==> src/rtl/prach_hb1_sched.sv <==
// PRACH HB1 front-end sequencer: splits a channel-interleaved TDM stream into per-channel even/odd pairs.
// Optional statistics ports (err_cnt, frame_cnt) are enabled with `define PRACH_HB1_SCHED_STATS_EN.
module prach_hb1_sched #(
    parameter int unsigned NUM_CHANNEL = 16,
    parameter int unsigned DW          = 16
) (
    input  logic          clk,
    input  logic          rst,
    input  logic [DW-1:0] din,
    input  logic          din_valid,
    input  logic          sync_in,
    output logic [DW-1:0] dout_dp1,
    output logic [DW-1:0] dout_dp2,
    output logic [7:0]    dout_chn,
    output logic          dout_valid,
    output logic          sync_out,
    output logic          locked,
    output logic          sync_err
`ifdef PRACH_HB1_SCHED_STATS_EN
    ,
    output logic [15:0]   err_cnt,
    output logic [31:0]   frame_cnt
`endif
);

    localparam int unsigned CW = (NUM_CHANNEL > 1) ? $clog2(NUM_CHANNEL) : 1;
    localparam logic [CW-1:0] LAST_CH = CW'(NUM_CHANNEL - 1);

    typedef enum logic [1:0] {ALIGN, EVEN, ODD} state_t;

    state_t        state;
    logic [CW-1:0] cnt;
    logic [DW-1:0] pair_buf [NUM_CHANNEL];

    logic          sync_ok;
    logic          ch0_entry;
    logic          buf_we;
    logic [CW-1:0] buf_waddr;

    // A sync seen in ALIGN, or a misplaced sync while tracking, both start a new frame as ch0 even.
    assign sync_ok   = (sync_in == (cnt == '0));
    assign ch0_entry = din_valid && sync_in && ((state == ALIGN) || !sync_ok);
    assign buf_we    = ch0_entry || (din_valid && (state == EVEN) && sync_ok);
    assign buf_waddr = ch0_entry ? '0 : cnt;

    // Even-phase buffer; contents are never reset.
    always_ff @(posedge clk) begin
        if (buf_we) begin
            pair_buf[buf_waddr] <= din;
        end
    end

    always_ff @(posedge clk) begin
        if (rst) begin
            state      <= ALIGN;
            cnt        <= '0;
            dout_dp1   <= '0;
            dout_dp2   <= '0;
            dout_chn   <= '0;
            dout_valid <= 1'b0;
            sync_out   <= 1'b0;
            locked     <= 1'b0;
            sync_err   <= 1'b0;
        end else begin
            dout_valid <= 1'b0;
            sync_out   <= 1'b0;
            sync_err   <= 1'b0;
            if (din_valid) begin
                case (state)
                    ALIGN: begin
                        if (sync_in) begin
                            cnt    <= CW'(1);
                            state  <= EVEN;
                            locked <= 1'b1;
                        end
                    end
                    default: begin
                        if (!sync_ok) begin
                            sync_err <= 1'b1;
                            // A misplaced sync realigns on the spot; a missing one falls back to search.
                            if (sync_in) begin
                                cnt    <= CW'(1);
                                state  <= EVEN;
                                locked <= 1'b1;
                            end else begin
                                cnt    <= '0;
                                state  <= ALIGN;
                                locked <= 1'b0;
                            end
                        end else begin
                            if (state == ODD) begin
                                dout_valid <= 1'b1;
                                dout_dp1   <= din;
                                dout_dp2   <= pair_buf[cnt];
                                dout_chn   <= 8'(cnt);
                                sync_out   <= (cnt == '0);
                            end
                            cnt <= cnt + CW'(1);
                            if (cnt == LAST_CH) begin
                                state <= (state == EVEN) ? ODD : EVEN;
                            end
                        end
                    end
                endcase
            end
        end
    end

`ifdef PRACH_HB1_SCHED_STATS_EN
    // Saturating sync-error count and wrapping count of completed odd frames.
    always_ff @(posedge clk) begin
        if (rst) begin
            err_cnt   <= '0;
            frame_cnt <= '0;
        end else if (din_valid && (state != ALIGN)) begin
            if (!sync_ok) begin
                if (err_cnt != 16'hFFFF) begin
                    err_cnt <= err_cnt + 16'(1);
                end
            end else if ((state == ODD) && (cnt == LAST_CH)) begin
                frame_cnt <= frame_cnt + 32'(1);
            end
        end
    end
`endif

endmodule

==> config.mk <==
export PLATFORM = sky130hd
export DESIGN_NAME = prach_hb1_sched
export DESIGN_NICKNAME = d
export VERILOG_FILES = /design/src/rtl/prach_hb1_sched.sv
export SDC_FILE = /design/constraint.sdc
export NUM_CORES = 1
export LEC_CHECK = 0
export ABC_AREA = 1
export BUFFER_PORTS_ARGS = -buffer_cell sky130_fd_sc_hd__buf_2
export CORE_MARGIN = 2
export CORE_UTILIZATION = 45
export CTS_BUF_LIST = sky130_fd_sc_hd__clkbuf_2
export DETAILED_ROUTE_END_ITERATION = 6
export GPL_TIMING_DRIVEN = 0
export SYNTH_ARGS = -nofsm -noshare
export SYNTH_HDL_FRONTEND = slang
export SYNTH_SLANG_ARGS = --single-unit
==> constraint.sdc <==
create_clock -name clk -period 6.61 [get_ports clk]
set_clock_uncertainty 0.2 [all_clocks]
set_input_delay 1.322 -clock clk [delete_from_list [all_inputs] [get_ports clk]]
set_output_delay 1.322 -clock clk [all_outputs]
set_load 0.02 [all_outputs]
Word-level counts from Yosys, hierarchy flattened

Memory sizes are Yosys's and may differ from the RTL's. A register that Yosys moved wholly into a read port is not among the register bits.
Index checks and enable logic that the tools add are counted.

Bits in registers: 30
Latch bits: 0
Bits in writable memories: 256
Memory bits (read-only): 0
Bits of input ports: 20
Output and inout bits: 44
Memories: 1

Memory list:

| memory   | depth | width | read ports | clocked after memory_dff | write ports | RTL line | text |
|---|---|---|---|---|---|---|---|
| pair_buf | 16    | 16    | 1          | 1                        | 1           | 33       | `logic [DW-1:0] pair_buf [NUM_CHANNEL];` |

Add/subtract/negate cells: 1
Multipliers: 0
Divide/modulo/power cells: 0
$lt $le $gt $ge: 0
Equal/unequal tests: 7
Shift operators: 0
Mux-type cells: 19
Bitwise logic cells: 4
Reductions and logical operators: 16

Operator list:

| operator            | number |
|---|---|
| $mux 4              | 4 |
| $mux 1              | 10 |
| $mux 2              | 5 |
| $reduce_and 3->1    | 2 |
| $reduce_or 5->1     | 1 |
| $add 4x1->4 const B | 1 |
| $eq 4x4->1 const B  | 1 |
| $logic_and 1x1->1   | 4 |
| $logic_not 4->1     | 1 |
| $not 1->1           | 4 |
| $reduce_and 4->1    | 1 |
| $reduce_or 4->1     | 1 |
| $ne 3x1->1 const B  | 1 |
| $reduce_or 3->1     | 1 |
| $eq 2x1->1 const B  | 1 |
| $eq 2x2->1 const B  | 1 |
| $logic_not 2->1     | 1 |
| $logic_or 1x1->1    | 2 |
| $ne 2x1->1 const B  | 1 |
| $ne 2x2->1 const B  | 1 |
| $reduce_and 2->1    | 1 |
| $eq 1x1->1          | 1 |
| $logic_not 1->1     | 1 |

Logic depth before layout (Yosys ltp)

Gate-level depths: netlist of the first run.

Word-level depth: 8
Depth in mapped cells: 13
Mapped depth without buffers: 10

Worst setup path after synthesis of the first run

No wires, ideal clock.

Path type: input-to-reg
Start: in sync_in
End: mem pair_buf[12][0], enable pin
Setup time: 388 ps
Arrival time: 2664 ps
Data required time: 6022 ps
Path slack: 3358 ps
Stages: 7
Buffers on the path: 0
Cells stage by stage: inv_1 nand3_2 nand3_1 nand3_2 nand2_1 nand2_1 nor2_1

Cells in the longest elaborated chain, start to end: 7
Elaborated cells on any way between the ends: 10
Those cells by class: eq/ne (1); mux (3); reduce/logical (6)

Ends and longest elaborated chain:

| what                         | RTL line | text |
|---|---|---|
| start, declared              | 11       | `input logic sync_in,` |
| $eq 1x1->1                   | 41       | `assign sync_ok = (sync_in == (cnt == '0));` |
| $logic_not 1->1              | -        |  |
| $logic_or 1x1->1             | 42       | `assign ch0_entry = din_valid && sync_in && ((state == ALIGN) \|\| !sync_ok);` |
| $logic_and 1x1->1            | 42       |  |
| $logic_or 1x1->1             | 43       | `assign buf_we = ch0_entry \|\| (din_valid && (state == EVEN) && sync_ok);` |
| $mux 1                       | 48       | `if (buf_we) begin` |
| $mux 1 (implied by the code) | 49       | `pair_buf[buf_waddr] <= din;` |
| end, declared                | 33       |  |

Parallel ways exist; a longest one is shown, timed or not.

Worst setup path in the final report of the first run

Start: reg cnt[0]
End: mem pair_buf[2][11], enable pin

Cells in the longest elaborated chain, start to end: 8
Elaborated cells on any way between the ends: 10
Those cells by class: eq/ne (1); mux (3); reduce/logical (6)

Ends and longest elaborated chain:

| what                         | RTL line | text |
|---|---|---|
| start, declared              | 32       | `logic [CW-1:0] cnt;` |
| start signal, assigned       | 98       | `cnt <= cnt + CW'(1);` |
| $logic_not 4->1              | 41       |  |
| $eq 1x1->1                   | 41       |  |
| $logic_not 1->1              | -        |  |
| $logic_or 1x1->1             | 42       |  |
| $logic_and 1x1->1            | 42       |  |
| $logic_or 1x1->1             | 43       |  |
| $mux 1                       | 48       |  |
| $mux 1 (implied by the code) | 49       |  |

Parallel ways exist; a longest one is shown, timed or not.

==> results.cfg, run 1 <==
[min_path]
hold_class = flop to flop

[detailed_routing]
wire_per_inst_microns = 18.9
routed-via-count = 8829
drtAntennaViolNets = 0
met3_wirelength_mm = 2.00
top_layer = met4
viasPerCell = 5.21
wl_met1_mm = 14.2
dr_wl_met2_mm = 15.2
drc = 0
wl_mm = 32.1
drt_first_pass_iters = 5
drtIter0Drc = 891

[pwr]
switching_share_pct = 28.4
power.internal_mw = 2.78
pwr-share-seq_pct = 54.3
combPwrFrac_pct = 12.5
switchingPower_mw = 1.10
p_leak_nw = 5.47
clockPowerShare_pct = 33.3
ir_drop_uv = 136
power_per_cell_area_nw_per_um2 = 279

[sta]
tns_ps = 0
tightest_slew_ps = 1040
rsz0062_at_grt = false
drv_slew = 0
min_period_ps = 3750
finalCritPeriodShare_pct = 56.8
setup_violations = 0
finalHoldViolCount = 0
max_slew_margin_pct = 30.6
fmax_mhz = 266

[die]
io_pins = 64
die_h_microns = 169
chipWidth_microns = 169
fp.coreArea_sq_um = 26900
rows = 60
initial_core_util_pct = 45.7
die_area_sq_um = 28600

[final_layout]
final_cell_area_sq_um = 13900
fin_nets = 1323
n_antenna_cell = 0
layout-drive-gt1-share_pct = 18.2
area_delta_synth_final_pct = 13.3

[synthesis]
syn-cell-area_sq_um = 12300
avgSynthCellArea_sq_um = 10.7
yosysUniqueCellTypes = 33
syn_inst = 1153
ys_ff_latch = 302
ys.warnings.count = 0
seq_area_frac_synth_pct = 70.1

[setup_path]
slowest_delay_ps = 800
crit_fanout = 10
crit_chain = buf_2, inv_2, buf_4, buf_2, ha_1, nand2_2, nand2_4, nand2_1, inv_1, nand3_1, nand2_1, inv_1, nor2_1, buf_6
endpoint = pair_buf[2][11]
cp_slowest_cell = nor2_1
crit_buf_inv = 7
cp.arrival_ps = 4080
setup.worst_path.start = cnt[0]
reg2reg_depth = 14
start_kind = flop
end_kind = flop
r2r_start = cnt[0]
r2r-end = pair_buf[2][11]
crit_required_ps = 6940
cpLargestDelayFamily = simple AND/OR/NAND/NOR gates
cp.depth = 14
r2r_slack_ps = 2860
criticalPathCategory = flop to flop

[clocking]
clkTransAtPathRegs_ps = 120
cts_hold_buf = 0
clockBufferDepth = 3
clock_latency_ps = 840
cts_sinks = 302
cts_tree = yes
cts_resized = 0
cts_buffers = 75
cts_root_buffer = clkbuf_2
htreeDepth = 3
post_cts_buffers = 0

[place]
routabilityCongestion = 0.879
dp_hpwl_mm = 21.4
port_buffers = 58
placed_cell_area_sq_um = 13200

[global_route]
grt_antenna_before_repair = 0
overflow = 0
grt_pass1_vias = 8671
grt_max_degree = 18
grt_pass1_wl_mm = 48.5
grt_use_total_pct = 22.7

[outcome]
outcome = finished, final reports clean

[job]
cap_viol_max_count = 0
[metrics by stage]
| stage | utilization (%) | hold WS (ps) | power, mW | cells | worst slack (ps) |
|---|---|---|---|---|---|
| floorplan | - | 275 | 2.45 | 1156 | 3360 |
| global placement | 48.4 | 254 | 2.63 | 1555 | 2370 |
| detailed placement | 49.1 | 254 | 2.64 | 1565 | 2820 |
| CTS | 51.8 | 268 | 3.92 | 1696 | 2840 |
| global route | 51.8 | 293 | 4.06 | 1696 | 2620 |
| finish | 51.8 | 266 | 3.89 | 1696 | 2860 |
[synth_stat cells (all sizes together)]
cell type / n / area, sq um
nand4: 4 / 25.0
nor4: 1 / 6.26
nor2: 174 / 677
a41oi: 1 / 8.76
a31oi: 1 / 6.26
o21ai: 142 / 711
nand3: 45 / 248
a21oi: 22 / 110
o22ai: 5 / 31.3
a211oi: 1 / 7.51
ha: 2 / 25.0
nand2: 320 / 1210
conb: 1 / 3.75
nor3: 2 / 10.0
buf: 39 / 245
dfxtp: 46 / 921
clkinv: 1 / 3.75
edfxtp: 256 / 7690
clkbuf: 26 / 97.6
inv: 62 / 235
xor2: 2 / 17.5
[logic make-up (layout without fill, tap and decap cells)]
| group | count (synthesis) | in the layout | synth area share, % |
|---|---|---|---|
| DFF | 302 | 302 | 70.1 |
| and+or+nand+nor | 546 | 546 | 17.7 |
| other | 1 | 4 | 0.0305 |
| AOI/OAI and AO/OA | 172 | 172 | 7.12 |
| xor gates and xnor gates | 2 | 2 | 0.143 |
| adders and majority gates | 2 | 2 | 0.204 |
| buffers and inverters | 128 | 327 | 4.73 |
[area by class of cell]
cell class              count  area (sq um)
plain buffers              65           343
clock buffers             110           551
clock inverters            21           159
fillers                  2459         13000
inverters                  63           239
multi-input cells         726          3140
flip-flops and latches    302          8610
well taps                 341           427
repair buffers             68           449
[how the worst min path moves through the flow]
stage                       from            to  slack, ps  cells after the start
floorplan               state[0]      state[0]        280                      2
global placement     dout_dp1[1]   dout_dp1[1]        250                      2
detailed placement  dout_dp1[10]  dout_dp1[10]        250                      2
CTS                 dout_dp1[10]  dout_dp1[10]        270                      2
global route        dout_dp1[13]  dout_dp1[13]        290                      2
finish              dout_dp1[13]  dout_dp1[13]        270                      2
[sequential cells by signal, indices dropped and copies added (netlist names)]
| name | flops |
|---|---|
| pair_buf | 256 |
| dout_dp1 | 16 |
| dout_dp2 | 16 |
| cnt | 4 |
| dout_chn | 4 |
| state | 2 |
| dout_valid | 1 |
| locked | 1 |
| sync_err | 1 |
| sync_out | 1 |
[metal layers]
metal | GRT usage (%) | up-vias
met5 | 0 | -
met4 | 7.25 | 0
met3 | 3.87 | 66
met2 | 37.5 | 311
met1 | 30.9 | 4240
li1 | - | 4212
[placed cells by master (no fill, tap or decap), types with 2 or more instances in the layout]
| cell type | Yosys | layout |
|---|---|---|
| clkbuf_2 | 0 | 110 |
| conb_1 | 1 | 4 |
| nor2_2 | 3 | 16 |
| nand3_2 | 2 | 2 |
| buf_2 | 22 | 80 |
| a21oi_1 | 22 | 22 |
| buf_4 | 11 | 11 |
| nand3_1 | 42 | 42 |
| nand4_1 | 4 | 4 |
| o22ai_1 | 5 | 5 |
| clkbuf_1 | 26 | 26 |
| dfxtp_1 | 46 | 46 |
| o21ai_1 | 26 | 26 |
| nor3_1 | 2 | 2 |
| buf_1 | 2 | 2 |
| inv_1 | 59 | 59 |
| buf_8 | 0 | 8 |
| edfxtp_1 | 256 | 256 |
| inv_2 | 2 | 4 |
| xor2_1 | 2 | 2 |
| clkinv_1 | 1 | 16 |
| ha_1 | 2 | 2 |
| bufinv_16 | 0 | 3 |
| nand2_1 | 318 | 318 |
| nor2_1 | 170 | 157 |
| buf_6 | 4 | 5 |
| o21ai_0 | 116 | 116 |
[power by group through the flow]
| stage | combinational, mW | sequential (mW) | clock (mW) |
|---|---|---|---|
| after floorplan | 0.281 | 2.17 | 0 |
| after detailed placement | 0.486 | 2.15 | 0 |
| after global routing | 0.538 | 2.11 | 1.41 |
| after global placement | 0.480 | 2.15 | 0 |
| final | 0.485 | 2.11 | 1.29 |
| after CTS | 0.487 | 2.11 | 1.32 |
[worst reg2reg max path, cell delays in order, from the launching register on]
cell     delay [ps]
dfxtp_1         340
buf_2           190
inv_2           160
buf_4           220
buf_2           270
ha_1            270
nand2_2         100
nand2_4         100
nand2_1          70
inv_1            90
nand3_1         110
nand2_1         150
inv_1           130
nor2_1          800
buf_6           240
Power figures use the tool's default switching activity.
==> inputs of run 2 (changes only) <==
--- a/config.mk
+++ b/config.mk
@@ -5,7 +5,7 @@
 export SDC_FILE = /design/constraint.sdc
 export NUM_CORES = 1
 export LEC_CHECK = 0
-export ABC_AREA = 1
+export ABC_AREA = 0
 export BUFFER_PORTS_ARGS = -buffer_cell sky130_fd_sc_hd__buf_2
 export CORE_MARGIN = 2
 export CORE_UTILIZATION = 45
==> constraint.sdc (replaced) <==
create_clock -name clk -period 3.21 [get_ports clk]
set_clock_uncertainty 0.2 [all_clocks]
set_input_delay 0.642 -clock clk [delete_from_list [all_inputs] [get_ports clk]]
set_output_delay 0.642 -clock clk [all_outputs]
set_load 0.02 [all_outputs]
==> run 2 against run 1 <==
Routed wire length shrank 10%; sequential power grew 100%; synthesized cell count shrank 42%; critical path depth shrank 4; fmax grew 19%; area after synthesis shrank 3.7%; power grew 88%; core utilization grew 2.8 points; die area shrank 3.6%; register-to-register slack lost 2800 ps; critical path type unchanged.
==> results.cfg, run 2 <==
[job]
cap_viol_max_count = 0

[clocking]
clock_latency_ps = 820
cts_root_buffer = clkbuf_2
cts_tree = yes
clkTransAtPathRegs_ps = 110
cts_buffers = 75
clockBufferDepth = 3
htreeDepth = 3
cts_sinks = 302

[detailed_routing]
wl_mm = 28.8
drt_first_pass_iters = 5
drc = 0
drtAntennaViolNets = 0
wire_per_inst_microns = 23.0
drtIter0Drc = 540
viasPerCell = 5.59
routed-via-count = 6997

[sta]
fmax_mhz = 318
drv_slew = 0
finalCritPeriodShare_pct = 97.9
tightest_slew_ps = 939
min_period_ps = 3140
finalHoldViolCount = 0
rsz0062_at_grt = false
setup_violations = 0
max_slew_margin_pct = 37.4

[global_route]
overflow = 0
grt_pass1_wl_mm = 43.3
top_usage_layer = met2
grt_use_met1_pct = 27.2
use_met2_pct = 35.4
grt_use_total_pct = 21.2
grt_antenna_before_repair = 3
grt_max_degree = 18
grt_pass1_vias = 7364
use_met3_pct = 4.81

[setup_path]
criticalPathCategory = flop to flop
slowest_delay_ps = 540
crit_top_cell = buf_12
crit_required_ps = 3560
crit_fanout = 14
crit_chain = inv_6, ha_1, or3b_4, buf_6, xnor2_4, or4_4, buf_4, o21ai_4, buf_12, buf_12
cp.arrival_ps = 3500
start_kind = flop
cp_slowest_cell = or4_4
end_kind = flop

[synthesis]
seq_area_frac_synth_pct = 72.8
avgSynthCellArea_sq_um = 17.7
synthArstFlopShare_pct = 0
synth-edff-count = 256
ys.flop_type = edfxtp_1
syn-cell-area_sq_um = 11800
ys_ff_latch = 302
synthTopCellsByArea = edfxtp_1 65%, mux4_2 10%, dfxtp_1 7.8%
synth_top_area_share_pct = 65.0
ys.warnings.count = 0
yosysUniqueCellTypes = 43
syn_inst = 670
yosys.cell_count.top_type = edfxtp_1
netlist_top_cells_count = 256 x edfxtp_1, 54 x mux4_2, 46 x dfxtp_1, 44 x mux2i_1, 40 x o21ai_0
yosysTopAreaCell = edfxtp_1

[final_layout]
final_cell_area_sq_um = 14200
fillers = 2103
fin_nets = 879
layout-drive-gt1-share_pct = 34.7
finish.utilization_pct = 54.6
regMostFlops = pair_buf
area_delta_synth_final_pct = 19.6
largest_register_ffs = 256
mostFrequentLayoutCells = 256 x edfxtp_1, 107 x clkbuf_2, 65 x buf_2
layout.cells.most_common = edfxtp_1
top_regs = pair_buf: 256 flops, dout_dp1: 16 flops, dout_dp2: 16 flops

[min_path]
hold_class = input port to flop

[die]
fp.coreArea_sq_um = 25900
io_pins = 64
die_area_sq_um = 27600
initial_core_util_pct = 45.7
die_h_microns = 166
rows = 59
chipWidth_microns = 166

[pwr]
p_leak_nw = 4.86
ir_drop_uv = 277
power_per_cell_area_nw_per_um2 = 516

[place]
routabilityCongestion = 0.938
dp_hpwl_mm = 18.3
placed_cell_area_sq_um = 12700
port_buffers = 59

[outcome]
outcome = finished, final reports clean
[run 2: cell types whose count changed after synthesis, moves of 16 or more]
cell | before | now
o21ai_1 | 26 | 0
nor2_1 | 170 | 20
inv_1 | 59 | 1
nand3_1 | 42 | 26
mux4_2 | 0 | 54
mux2i_1 | 0 | 44
o21ai_0 | 116 | 40
nand2_1 | 318 | 23
[run 2: logic make-up (layout without fill, tap and decap cells)]
family,after synthesis,count (layout),synth area share (%)
mux,98,98,14.0
xor+xnor,2,2,0.307
compound gates,107,107,6.04
other cells,1,6,0.0317
flops,302,302,72.8
simple gates,106,106,4.49
buf+inv,52,293,2.16
fa+ha+maj,2,2,0.211
[run 2: power by group]
group	switching [mW]	total, mW	internal (mW)
clock	1.47	2.60	1.13
combinational	0.273	0.428	0.156
sequential	0.0120	4.28	4.27
[run 2: critical path: cells and delay by family, from the launching register on]
kind                       cells  cell delay, ps
AOI/OAI and AO/OA              1             220
xor gates and xnor gates       1             160
adders and majority gates      1             190
buffers and inverters          5             780
DFF                            1             410
and+or+nand+nor                2             910
[run 2: final cells by class]
type                            instances  area (sq um)  share of cell area [%]
Multi-Input combinational cell        319          3100                    21.9
Clock inverter                         29           193                    1.36
Timing Repair Buffer                  111          1040                    7.36
Antenna cell                            2          5.00                  0.0354
Tap cell                              335           419                    2.96
Buffer                                 46           240                    1.70
Sequential cell                       302          8610                    60.8
Inverter                                2          12.5                  0.0884
Clock buffer                          105           526                    3.71
[run 2: worst paths after layout]
check                                 endpoint  cells after the start  slack (ps)        start
worst min-delay path            pair_buf[0][2]                      1          80       din[2]
worst max register to register  pair_buf[0][9]                     10          70       cnt[0]
worst min register to register     dout_chn[3]                      2         280  dout_chn[3]
worst max-delay path            pair_buf[0][9]                     10          70       cnt[0]
[run 2: per-layer routing]
| layer | up-vias | wire (microns) |
|---|---|---|
| li1 | 3108 | - |
| met1 | 3580 | 11800 |
| met2 | 248 | 14500 |
| met3 | 61 | 1750 |
| met4 | 0 | 779 |
| met5 | - | 0 |
[run 2: timing repair]
action | CTS | global route
setup endpoints to repair | 233 | 64
gates cloned | 3 | 0
gates resized for setup | 9 | 5
hold buffers | 16 | 0
pin swaps | 14 | 1
setup buffers | 28 | 1
hold endpoints to repair | 188 | 0
[run 2: metrics by stage]
| step | cells | hold slack [ps] | setup slack, ps | total power, mW | TNS, ps |
|---|---|---|---|---|---|
| after floorplan | 673 | 286 | 27.1 | 4.58 | 0 |
| final | 1251 | 77.3 | 67.0 | 7.30 | 0 |
| after global routing | 1251 | 4.15 | 42.6 | 7.63 | 0 |
| after CTS | 1249 | 0.579 | 3.04 | 7.39 | 0 |
| after global placement | 1067 | 266 | -902 | 4.72 | -139360 |
| after detailed placement | 1071 | 269 | -803 | 4.74 | -119020 |
==> inputs of run 3 (changes only) <==
--- a/config.mk
+++ b/config.mk
@@ -8,10 +8,11 @@
 export ABC_AREA = 0
 export BUFFER_PORTS_ARGS = -buffer_cell sky130_fd_sc_hd__buf_2
 export CORE_MARGIN = 2
-export CORE_UTILIZATION = 45
+export CORE_UTILIZATION = 57
 export CTS_BUF_LIST = sky130_fd_sc_hd__clkbuf_2
 export DETAILED_ROUTE_END_ITERATION = 6
 export GPL_TIMING_DRIVEN = 0
+export PLACE_DENSITY = 0.78
 export SYNTH_ARGS = -nofsm -noshare
 export SYNTH_HDL_FRONTEND = slang
 export SYNTH_SLANG_ARGS = --single-unit
==> run 3 against run 2 <==
The run now ends with design-rule violations left; core utilization rose by 13 points; worst setup slack got worse by 27 ps; sequential cell count did not move; final area fell by 2.8%; die area fell by 21%; register-to-register slack got worse by 30 ps; largest power group unchanged.
==> results.cfg, run 3 (same netlist as run 2, synthesis figures left out) <==
[die]
io_pins = 64
fp.coreArea_sq_um = 20300
die_area_sq_um = 21900
chipWidth_microns = 148
rows = 52
initial_core_util_pct = 58.3
die_h_microns = 148

[setup_path]
r2r_slack_ps = 40
r2r-end = pair_buf[8][5]
end_kind = flop
crit_fanout = 14
crit_top_cell = buf_6
crit_required_ps = 3540
criticalPathCategory = flop to flop
cpLargestDelayFamily = simple AND/OR/NAND/NOR gates
slowest_delay_ps = 390
cp.arrival_ps = 3500
reg2reg_depth = 9
crit_buf_inv = 4
crit_chain = clkinv_2, ha_1, or3b_1, buf_6, xnor2_4, buf_6, or3_4, nor3_4, clkbuf_16
cp_slowest_cell = dfxtp_1
start_kind = flop
r2r_start = cnt[0]

[detailed_routing]
viasPerCell = 6.22
drt_first_pass_iters = 7
drtAntennaViolNets = 0
wl_mm = 28.6
drc = 3
drtIter0Drc = 869
routed-via-count = 7188
wire_per_inst_microns = 24.8

[place]
port_buffers = 59
routabilityCongestion = 0.895
dp_hpwl_mm = 16.8
dp.cells = 1006
placed_cell_area_sq_um = 12700
pre_cts_slack_ps = -696

[min_path]
whs_path_depth = 1
min_to = pair_buf[4][2]
hold_class = input port to flop
worstHoldStart = din[2]

[sta]
tightest_slew_ps = 888
finalHoldViolCount = 0
setup_slack_ps = 39.9
fmax_mhz = 315
holdWs_ps = 20.6
max_slew_margin_pct = 40.8
finalCritPeriodShare_pct = 98.8
rsz0062_at_grt = false
tns_ps = 0
setup_violations = 0
min_period_ps = 3170
drv_slew = 0

[final_layout]
area_delta_synth_final_pct = 16.3
final_cell_area_sq_um = 13800
mostFrequentLayoutCells = 256 x edfxtp_1, 111 x clkbuf_2, 65 x buf_2
largest_register_ffs = 256
top_regs = pair_buf: 256 flops, dout_dp1: 16 flops, dout_dp2: 16 flops
regMostFlops = pair_buf
fin_nets = 857
layout-drive-gt1-share_pct = 34.7
finish.utilization_pct = 67.8
layout.cells.non_filler = 1156
layout.cells.most_common = edfxtp_1

[global_route]
grt_use_met1_pct = 35.0
overflow = 0
grt_max_degree = 18
use_met3_pct = 4.94
grt_use_total_pct = 26.1
grt_antenna_before_repair = 1
grt_pass1_wl_mm = 42.0
top_usage_layer = met2
use_met2_pct = 43.5
grt_pass1_vias = 7244

[clocking]
cts_buffers = 69
htreeDepth = 3
cts_sinks = 302
clkTransAtPathRegs_ps = 150
clockBufferDepth = 3
cts_tree = yes
cts_root_buffer = clkbuf_2
clock_latency_ps = 860

[pwr]
p_leak_nw = 4.73
ir_drop_uv = 199
power.total_mw = 7.01
power_per_cell_area_nw_per_um2 = 510

[outcome]
outcome = finished with violations
failed_checks = design-rule violations

[job]
cap_viol_max_count = 0
## run 3: changes by cell type in the layout (fill, tap and decap cells not counted), sizes merged
cell         delta
buf            -10
bufbuf          +1
bufinv          -3
clkbuf          +5
clkinv         -15
clkinvlp        +1
diode           -1
dlygate4sd3     -8
## run 3: worst max path at each step
| stage | from | end | slack, ps | cells after the start |
|---|---|---|---|---|
| 6_report | cnt[0] | pair_buf[8][5] | 40 | 9 |
| 5_1_grt | cnt[0] | pair_buf[8][7] | 30 | 9 |
| 4_1_cts | cnt[1] | pair_buf[3][14] | 20 | 11 |
| 3_5_place_dp | cnt[0] | pair_buf[8][10] | -700 | 8 |
| 3_3_place_gp | cnt[1] | pair_buf[4][9] | -730 | 10 |
| 2_1_floorplan | cnt[1] | pair_buf[0][0] | 30 | 11 |
## run 3: power breakdown
part / total (mW) / internal, mW / switching, mW
combinational: 0.404 / 0.139 / 0.266
clock: 2.33 / 0.885 / 1.44
sequential: 4.28 / 4.27 / 0.0116
total: 7.01 / 5.29 / 1.72
## run 3: routing by layer
layer  share of wire [%]  wire, microns
met2                  50          14400
met4                 2.8            788
met5                   0              0
met1                  38          10800
met3                 9.3           2660
## run 3: worst reg2reg max path: stages, from the launching register on
cell,delay [ps]
dfxtp_1,390
clkinv_2,270
ha_1,220
or3b_1,360
buf_6,150
xnor2_4,170
buf_6,170
or3_4,360
nor3_4,360
clkbuf_16,260
## run 3: cell type report
cell class | instances | area, sq um
antenna | 1 | 2.50
clock inverter | 12 | 48.8
multi-input combinational | 319 | 3100
timing repair buffer | 95 | 862
clock buffer | 109 | 546
buffer | 46 | 240
inverter | 2 | 8.76
fill | 1329 | 6540
tap | 270 | 338
sequential | 302 | 8610
## run 3: timing repair
action / CTS / global route
pin swaps: 14 / 2
setup buffers: 18 / 2
hold buffers: 7 / 1
gates resized for setup: 8 / 2
setup endpoints to repair: 218 / 27
cloned: 3 / 1
hold endpoints to repair: 21 / 2
